## config.mk

```make
export PLATFORM = sky130hd
export DESIGN_NAME = bop_predictor
export DESIGN_NICKNAME = d
export VERILOG_FILES = /design/src/rtl/bop_predictor.sv
export SDC_FILE = /design/constraint.sdc
export NUM_CORES = 1
export LEC_CHECK = 0
export ABC_AREA = 1
export CAP_MARGIN = 40
export CORE_MARGIN = 2
export CORE_UTILIZATION = 46
export CTS_CLUSTER_DIAMETER = 50
export CTS_CLUSTER_SIZE = 40
export DETAILED_ROUTE_END_ITERATION = 12
export PLACE_DENSITY = 0.77
export SLEW_MARGIN = 5
export SYNTH_ARGS = -nofsm -noshare
export SYNTH_HDL_FRONTEND = slang
export SYNTH_SLANG_ARGS = --single-unit
```

## constraint.sdc

```tcl
create_clock -name s_clk_i -period 20.1 [get_ports s_clk_i]
set_input_delay 6.03 -clock s_clk_i [delete_from_list [all_inputs] [get_ports s_clk_i]]
set_output_delay 6.03 -clock s_clk_i [all_outputs]
set_load 0.02 [all_outputs]
```

## src/rtl/bop_predictor.sv

```systemverilog
// Direct-mapped branch target predictor feeding the buffer of predictions (BOP).
// FE0 lookup registers an FE1 prediction; MA-stage resolutions train the table.
module bop_predictor #(
    parameter int ENTRIES   = 8,
    parameter int BOP_WIDTH = 30
) (
    input  logic                 s_clk_i,
    input  logic                 s_reset_i,
    input  logic                 s_flush_i,
    input  logic                 s_fetch_valid_i,
    input  logic [31:0]          s_fetch_addr_i,
    input  logic                 s_bop_full_i,
    input  logic                 s_upd_valid_i,
    input  logic [31:0]          s_upd_addr_i,
    input  logic                 s_upd_taken_i,
    input  logic [BOP_WIDTH-1:0] s_upd_target_i,
    output logic                 s_predict_o,
    output logic [31:0]          s_ptarget_o,
    output logic                 s_bop_push_o,
    output logic [BOP_WIDTH-1:0] s_bop_data_o
);
    localparam int IDX  = $clog2(ENTRIES);
    localparam int TAGW = 32 - IDX - 2;

    logic [ENTRIES-1:0]   r_valid;
    logic [TAGW-1:0]      r_tag    [ENTRIES];
    logic [BOP_WIDTH-1:0] r_target [ENTRIES];
    logic [1:0]           r_cnt    [ENTRIES];

    logic                 r_predict;
    logic [BOP_WIDTH-1:0] r_pdata;

    logic [IDX-1:0]  w_fidx;
    logic [TAGW-1:0] w_ftag;
    logic [IDX-1:0]  w_uidx;
    logic [TAGW-1:0] w_utag;
    logic            w_hit;
    logic            w_take;
    logic            w_uhit;

    assign w_fidx = s_fetch_addr_i[IDX+1:2];
    assign w_ftag = s_fetch_addr_i[31:IDX+2];
    assign w_uidx = s_upd_addr_i[IDX+1:2];
    assign w_utag = s_upd_addr_i[31:IDX+2];

    // Only weakly/strongly-taken entries (cnt[1]) produce a prediction.
    assign w_hit  = s_fetch_valid_i & r_valid[w_fidx] & (r_tag[w_fidx] == w_ftag)
                    & r_cnt[w_fidx][1];
    assign w_take = w_hit & ~s_bop_full_i & ~s_flush_i;
    assign w_uhit = r_valid[w_uidx] & (r_tag[w_uidx] == w_utag);

    generate
        for (genvar gi = 0; gi < ENTRIES; gi++) begin : g_entry
            logic w_sel;
            assign w_sel = s_upd_valid_i & (w_uidx == IDX'(gi));

            always_ff @(posedge s_clk_i or posedge s_reset_i) begin
                if (s_reset_i) begin
                    r_valid[gi]  <= 1'b0;
                    r_tag[gi]    <= '0;
                    r_target[gi] <= '0;
                    r_cnt[gi]    <= 2'b00;
                end else if (w_sel) begin
                    if (w_uhit) begin
                        if (s_upd_taken_i) begin
                            r_target[gi] <= s_upd_target_i;
                            if (r_cnt[gi] != 2'b11) r_cnt[gi] <= r_cnt[gi] + 2'b01;
                        end else if (r_cnt[gi] != 2'b00) begin
                            r_cnt[gi] <= r_cnt[gi] - 2'b01;
                        end
                    end else if (s_upd_taken_i) begin
                        // Allocation evicts whatever occupied this slot.
                        r_valid[gi]  <= 1'b1;
                        r_tag[gi]    <= w_utag;
                        r_target[gi] <= s_upd_target_i;
                        r_cnt[gi]    <= 2'b10;
                    end
                end
            end
        end
    endgenerate

    always_ff @(posedge s_clk_i or posedge s_reset_i) begin
        if (s_reset_i) begin
            r_predict <= 1'b0;
            r_pdata   <= '0;
        end else begin
            r_predict <= w_take;
            r_pdata   <= w_take ? r_target[w_fidx] : '0;
        end
    end

    assign s_predict_o  = r_predict;
    assign s_ptarget_o  = {r_pdata, 2'b00};
    assign s_bop_push_o = r_predict;
    assign s_bop_data_o = r_pdata;
endmodule

```

==> results of run 1 <==
## state kept, by name, summed over array words and instances (netlist names)
| register | count |
|---|---|
| r_cnt | 16 |
| r_tag | 216 |
| r_target | 240 |
| r_valid | 8 |
| s_bop_data_o | 30 |
| s_bop_push_o | 1 |
## cells by family (layout without fill, tap and decap cells)
logic type      Yosys count  after routing  synth area share, %
compound gates          989            989                19.51
xor+xnor                 24             24               0.7956
buf+inv                 569            610                9.519
flops                   511            511                48.40
other cells               1              4              0.01419
simple gates           1427           1427                21.76
## synth_stat cells (15+ instances only)
cell type,count,share of area (%)
buf_4,54,1.5
nor3_1,34,0.64
o21ai_0,532,10
nand2_1,1014,14
o211ai_1,37,1.1
nor2_1,183,2.6
inv_1,303,4.3
a21oi_1,187,3.5
clkbuf_1,128,1.8
buf_2,47,0.89
dfrtp_1,511,48
nand4_1,19,0.45
o21ai_1,188,3.6
nand3_1,152,2.9
buf_6,15,0.64
## worst paths after layout
path | from | to | slack, ns | depth (start not counted)
worst max-delay path | s_upd_addr_i[3] | r_tag[169]$_DFFE_PP0P_ | 10.35 | 18
worst min-delay path | r_valid[4]$_DFFE_PP0P_ | r_valid[4]$_DFFE_PP0P_ | 0.48 | 2
worst min register to register | r_valid[4]$_DFFE_PP0P_ | r_valid[4]$_DFFE_PP0P_ | 0.48 | 2
min in group asynchronous | s_reset_i | r_tag[154]$_DFFE_PP0P_ | 5.99 | 3
max in group asynchronous | s_reset_i | r_target[162]$_DFFE_PP0P_ | 11.70 | 8
worst max register to register | r_tag[120]$_DFFE_PP0P_ | r_tag[169]$_DFFE_PP0P_ | 17.04 | 15
## through the flow
stage	total power, W	area [um^2]
after global placement	0.001850	27880
after detailed placement	0.001878	28080
final	0.002940	30010
after global routing	0.003098	30010
after CTS	0.002941	30000
after floorplan	0.001730	26430
## layout make-up
| class | instances | area, um^2 |
|---|---|---|
| Tap cell | 756 | 945.9 |
| Timing Repair Buffer | 196 | 2004 |
| Inverter | 312 | 1185 |
| Clock buffer | 60 | 1394 |
| Multi-Input combinational cell | 2442 | 11150 |
| Fill cell | 5237 | 26600 |
| Sequential cell | 511 | 12790 |
| Clock inverter | 42 | 534.3 |
| Antenna cell | 2 | 5.005 |
## critical path: stages
cell and delay (ns):
buf_2 0.08, buf_4 0.57, inv_2 0.52, nand2_2 0.57, nor2_1 0.08, nor2_1 0.12
nand3_1 0.15, nand2_1 0.16, nand2_1 0.06, nand2_1 0.08, nand2_1 0.07, nor2_1 0.12
nand2_1 0.06, nor2_1 0.23, nand2_2 0.34, nand2_2 0.56, buf_12 0.28, o21ai_0 0.11
## routing by layer
| metal | up-vias | global-route usage (%) | part of all wire, % |
|---|---|---|---|
| li1 | 11450 | - | - |
| met1 | 11310 | 33.65 | 41 |
| met2 | 1121 | 40.70 | 45 |
| met3 | 215 | 6.224 | 10 |
| met4 | 16 | 10.10 | 3.5 |
| met5 | - | 0 | 0.13 |
## power breakdown
part           leakage [nW]  internal (W)  switching, W
logic                  6.59      0.000201      0.000323
registers              6.41       0.00123      0.000120
clock network         0.915      0.000570      0.000497
total                  13.9       0.00200      0.000940
==> summary.md, run 1 <==
| Metric | Value |
|---|---|
| Relative slew slack | `a little over a third` |
| Most frequent cells in the layout | `nand2_1 (1013), o21ai_0 (532), dfrtp_1 (511), inv_1 (298), o21ai_1 (188)` |
| Vias in the first global route | `22740` |
| Clk slew on worst S/H paths | `0.07 ns` |
| Tmin final | `9.754 ns` |
| Final WS setup | `between 10 and 15 ns` |
| H-Tree Level Count | `2` |
| Number of post-CTS setup repair buffers | `0` |
| Grt total ovfl | `0` |
| CTS Buf Count | `54` |
| # resized after CTS | `0` |
| Starting DRT DRC Count | `2856` |
| CP Launch Type | `input port` |
| Wire per inst | `between 15 and 20 um` |
| Total GRT Usage | `between 20% and 30%` |
| Final period util | `48.53%` |
| Die H | `about 240 um` |
| Crit path capture type | `flip-flop` |
| Clk_skew | `0.05194 ns` |
| Cell Pwr Density | `97.96 nW/um^2` |
| First-pass GRT wire length | `121.9 mm` |
| Slew @ Worst Pin | `0.9514 ns` |
| Post-Syn Area | `26420 um^2` |
| Clk root buf | `clkbuf_16` |
| Fmax | `approximately 100 MHz` |
| Yosys cell types | `42` |
| Non-filler cells, final | `4321` |
| Most used DFF post-synth | `dfrtp_1` |
| CP arrival | `10.23 ns` |
| Nets | `3618` |
| Initial core utilization | `46.67%` |
| # rows | `87` |
| Number of port buffers | `158` |
| Via density | `5.579` |
| Inst Count DP | `4217` |
| Final Core Density | `a little over half` |
| Layout area overhead | `13.59%` |
| Number of remaining DRC errors | `0` |
| Fin. Hold Viols | `0` |
| Hold_buf cts | `0` |
| Commonest non-fill, non-tap cell in the layout | `nand2_1` |
| Synth warnings | `0` |
| Setup total negative slack | `0 ns` |
| Maxcap violations | `0` |
| Critical Path RT | `20.58 ns` |
| Routed WL | `76.86 mm` |
| DRT Pass-1 Iters | `7` |
| DP Wirelength | `between 40 and 50 mm` |
| IO Pins | `165` |
| Worst vdd ir | `0.07412 mV` |
| Cells after synthesis | `around 3500` |
| Hold Crit Class | `reg -> reg` |
| GP Congestion | `0.8899` |
| Core Area | `56600 um^2` |
| Place WS | `around 9.9 ns` |
| Unrepaired setup endpoints after global routing | `false` |
| Post-synth EDFFs | `0` |
| Share of cells above drive strength 1 | `4.884%` |
| Status | `finished clean` |
| Min Hold Slack | `0.4836 ns` |
| DIE AREA | `between 50000 and 60000 um^2` |
| Clock Path Buffers | `3` |
| Post-Syn Area per Cell | `7.503 um^2` |
| Detail Route Antenna Nets | `0` |
| Final setup viols | `0` |
| CTS tree | `done` |
| P_leak | `13.91 nW` |
| Post-synth ARST share | `100.0%` |
| Crit-path max FO | `47` |
| Largest net degree at the start of global routing | `173` |
| Register bit total from synthesis | `511` |
| Seq/Total Area, Yosys | `about half` |
| Routed vias | `24110` |
| Initial antenna violation count | `10` |
| Crit Path Class | `in -> reg` |
| Clock Sinks | `511` |
| Pins over their slew limit | `0` |
| Die width | `approximately 240 um` |
| Clk_lat worst skew | `0.65 ns` |
Note: power is estimated with default switching activity, not from simulation.
==> run 2, diff against run 1 <==
Clock period 20.1 ns to 7.9 ns, I/O delays scaled along.
==> summary.md, run 2 (synthesis gave the netlist of run 1 again) <==
| Metric | Value |
|---|---|
| DRT Pass-1 Iters | `6 (-1)` |
| Tmin final | `6.002 ns` |
| Hold Crit Class | `reg -> reg` |
| Die width | `243.7 um (unchanged)` |
| Number of remaining DRC errors | `0 (unchanged)` |
| Reg2reg path depth | `15 (unchanged)` |
| Hold_buf cts | `0 (unchanged)` |
| Hold Path Sink | `r_valid[4]$_DFFE_PP0P_` |
| Layout area overhead | `13.12%` |
| Routed WL | `76.97 mm (+0.14%)` |
| Status | `finished clean` |
| Number of post-CTS setup repair buffers | `0 (unchanged)` |
| Number of port buffers | `158 (unchanged)` |
| Slew @ Worst Pin | `0.8726 ns (-0.07886 ns)` |
| Max reg flops | `240 (unchanged)` |
| CTS tree | `done` |
| Hold Startpoint | `r_valid[4]$_DFFE_PP0P_` |
| CTS Buf Count | `51 (-5.6%)` |
| Starting DRT DRC Count | `2726 (-4.6%)` |
| Crit Path Class | `in -> reg` |
| Vias in the first global route | `22540 (-0.88%)` |
| Total GRT Usage | `25.82% (+0.25 points)` |
| Cell Pwr Density | `248.6 nW/um^2 (+150%)` |
| Crit Reg-Reg Startpoint | `r_tag[134]$_DFFE_PP0P_` |
| Tot Pwr | `0.007430 W (+150%)` |
| CP arrival | `6.45 ns (-3.78 ns)` |
| Commonest non-fill, non-tap cell in the layout | `nand2_1` |
| DIE AREA | `59370 um^2 (unchanged)` |
| Relative slew slack | `41.83% (+5.3 points)` |
| Worst vdd ir | `0.2127 mV (+190%)` |
| Fmax | `166.6 MHz` |
| Clk_skew | `0.06110 ns (+0.009166 ns)` |
| Grt total ovfl | `0 (unchanged)` |
| Clk root buf | `clkbuf_16` |
| Clk slew on worst S/H paths | `0.07 ns (about the same)` |
| Clock Sinks | `511 (unchanged)` |
| DP Wirelength | `44.73 mm (+1.6%)` |
| Unrepaired setup endpoints after global routing | `false` |
| Design area | `29880 um^2 (-0.41%)` |
| Biggest register | `r_target` |
| Maxcap violations | `0 (unchanged)` |
| GP Congestion | `0.9089 (+2.1%)` |
| Place WS | `1.410 ns (-8.443 ns)` |
| Critical Path RT | `8.35 ns (-12.23 ns)` |
| Detail Route Antenna Nets | `0 (unchanged)` |
| Initial antenna violation count | `6 (-4)` |
| Final setup viols | `0 (unchanged)` |
| CP Launch Type | `input port` |
| Core Area | `56600 um^2 (unchanged)` |
| Routed vias | `24110 (+0.0083%)` |
| Wire per inst | `17.83 um (+0.23%)` |
| Die H | `243.7 um (unchanged)` |
| Clk_lat worst skew | `0.63 ns (-0.02 ns)` |
| Initial core utilization | `46.67% (unchanged)` |
| Hold Path Cell Cnt | `2 (unchanged)` |
| Pins over their slew limit | `0 (unchanged)` |
| R2r endpoint | `r_tag[170]$_DFFE_PP0P_` |
| First-pass GRT wire length | `122.9 mm (+0.84%)` |
| DP Area | `28040 um^2 (-0.13%)` |
| Fin. Hold Viols | `0 (unchanged)` |
| # rows | `87 (unchanged)` |
| Nets | `3618 (unchanged)` |
| Share of cells above drive strength 1 | `4.747% (-0.14 points)` |
| Final WS setup | `1.898 ns (-8.448 ns)` |
| Fill cell count | `5292 (+1.1%)` |
| IO Pins | `165 (unchanged)` |
| Via density | `5.584 (+0.10%)` |
| Reg-to-reg setup timing slack | `4.64 ns (-12.40 ns)` |
| Final period util | `75.97%` |
| H-Tree Level Count | `2 (unchanged)` |
| Setup total negative slack | `0 ns (unchanged)` |
| Final Core Density | `52.80% (-0.22 points)` |
| Clock Path Buffers | `3 (unchanged)` |
| # resized after CTS | `0 (unchanged)` |
| Gr busiest metal | `met2` |
| Met1 Use GR | `34.66% (+1.0 points)` |
| Most frequent cells in the layout | `nand2_1 (1013), o21ai_0 (532), dfrtp_1 (511), inv_1 (298), o21ai_1 (188)` |
| Crit path capture type | `flip-flop` |
| Grt met3 use | `5.155% (-1.1 points)` |
| Largest net degree at the start of global routing | `164 (-5.2%)` |
| GR Layer Usage met2 | `40.73% (about the same)` |
| P_leak | `13.87 nW (-0.27%)` |
| Crit-path max FO | `44 (-6.4%)` |
==> run 2: cell count changes in the layout (fill, tap and decap cells not counted), sizes merged <==
cell / previous run / this run
clkinv: 21 / 14
clkbuf: 60 / 58
inv: 322 / 327
buf: 43 / 46
bufinv: 3 / 5
diode: 2 / 1
clkinvlp: 8 / 4
==> run 2: worst max path at each step <==
stage | end | start | slack [ns]
finish | r_tag[170]$_DFFE_PP0P_ | s_upd_addr_i[2] | 1.90
global route | r_tag[170]$_DFFE_PP0P_ | s_upd_addr_i[2] | 1.63
CTS | r_tag[170]$_DFFE_PP0P_ | s_upd_addr_i[2] | 1.98
detailed placement | r_tag[175]$_DFFE_PP0P_ | s_upd_addr_i[2] | 1.41
global placement | r_tag[188]$_DFFE_PP0P_ | s_upd_addr_i[2] | 1.43
floorplan | r_cnt[0]$_DFFE_PP0P_ | s_reset_i | -1.41
==> run 2: power breakdown <==
part / switching [W] / internal [W]
clock: 0.00122 / 0.00144
combinational: 0.000826 / 0.000509
sequential: 0.000309 / 0.00313
==> run 2: critical path, cell delays in order <==
cell,delay (ns)
buf_4,0.45
inv_4,0.40
nor2_4,0.70
nand2_1,0.10
nand3_1,0.13
nand3_1,0.08
nand2_1,0.21
nand2_1,0.08
nor2_1,0.11
nand2_1,0.06
nor2_1,0.24
nand2_2,0.34
nand2_2,0.70
buf_4,0.32
o21ai_0,0.10
==> run 2: routing by layer <==
layer  wire length, um  up-vias  part of all wire (%)
met4              3069       10                   4.0
li1                  -    11440                     -
met1             31570    11360                    41
met3              7340      214                   9.5
met5                66        -                 0.086
met2             34920     1083                    45
==> run 2: cell type report <==
cell class | count | area, um^2 | area share [%]
Sequential cell | 511 | 12790 | 42.79
Multi-Input combinational cell | 2442 | 11150 | 37.31
Timing Repair Buffer | 199 | 1972 | 6.598
Clock buffer | 58 | 1323 | 4.425
Inverter | 312 | 1185 | 3.965
Tap cell | 756 | 945.9 | 3.165
Clock inverter | 38 | 519.2 | 1.737
Antenna cell | 1 | 2.502 | 0.008373
==> run 2: per-stage QoR <==
stage               hold slack [ns]  cells
finish                       0.4778   4317
global route                 0.4996   4316
CTS                          0.4802   4316
detailed placement           0.4620   4220
global placement             0.4537   4217
floorplan                    0.4332   3522
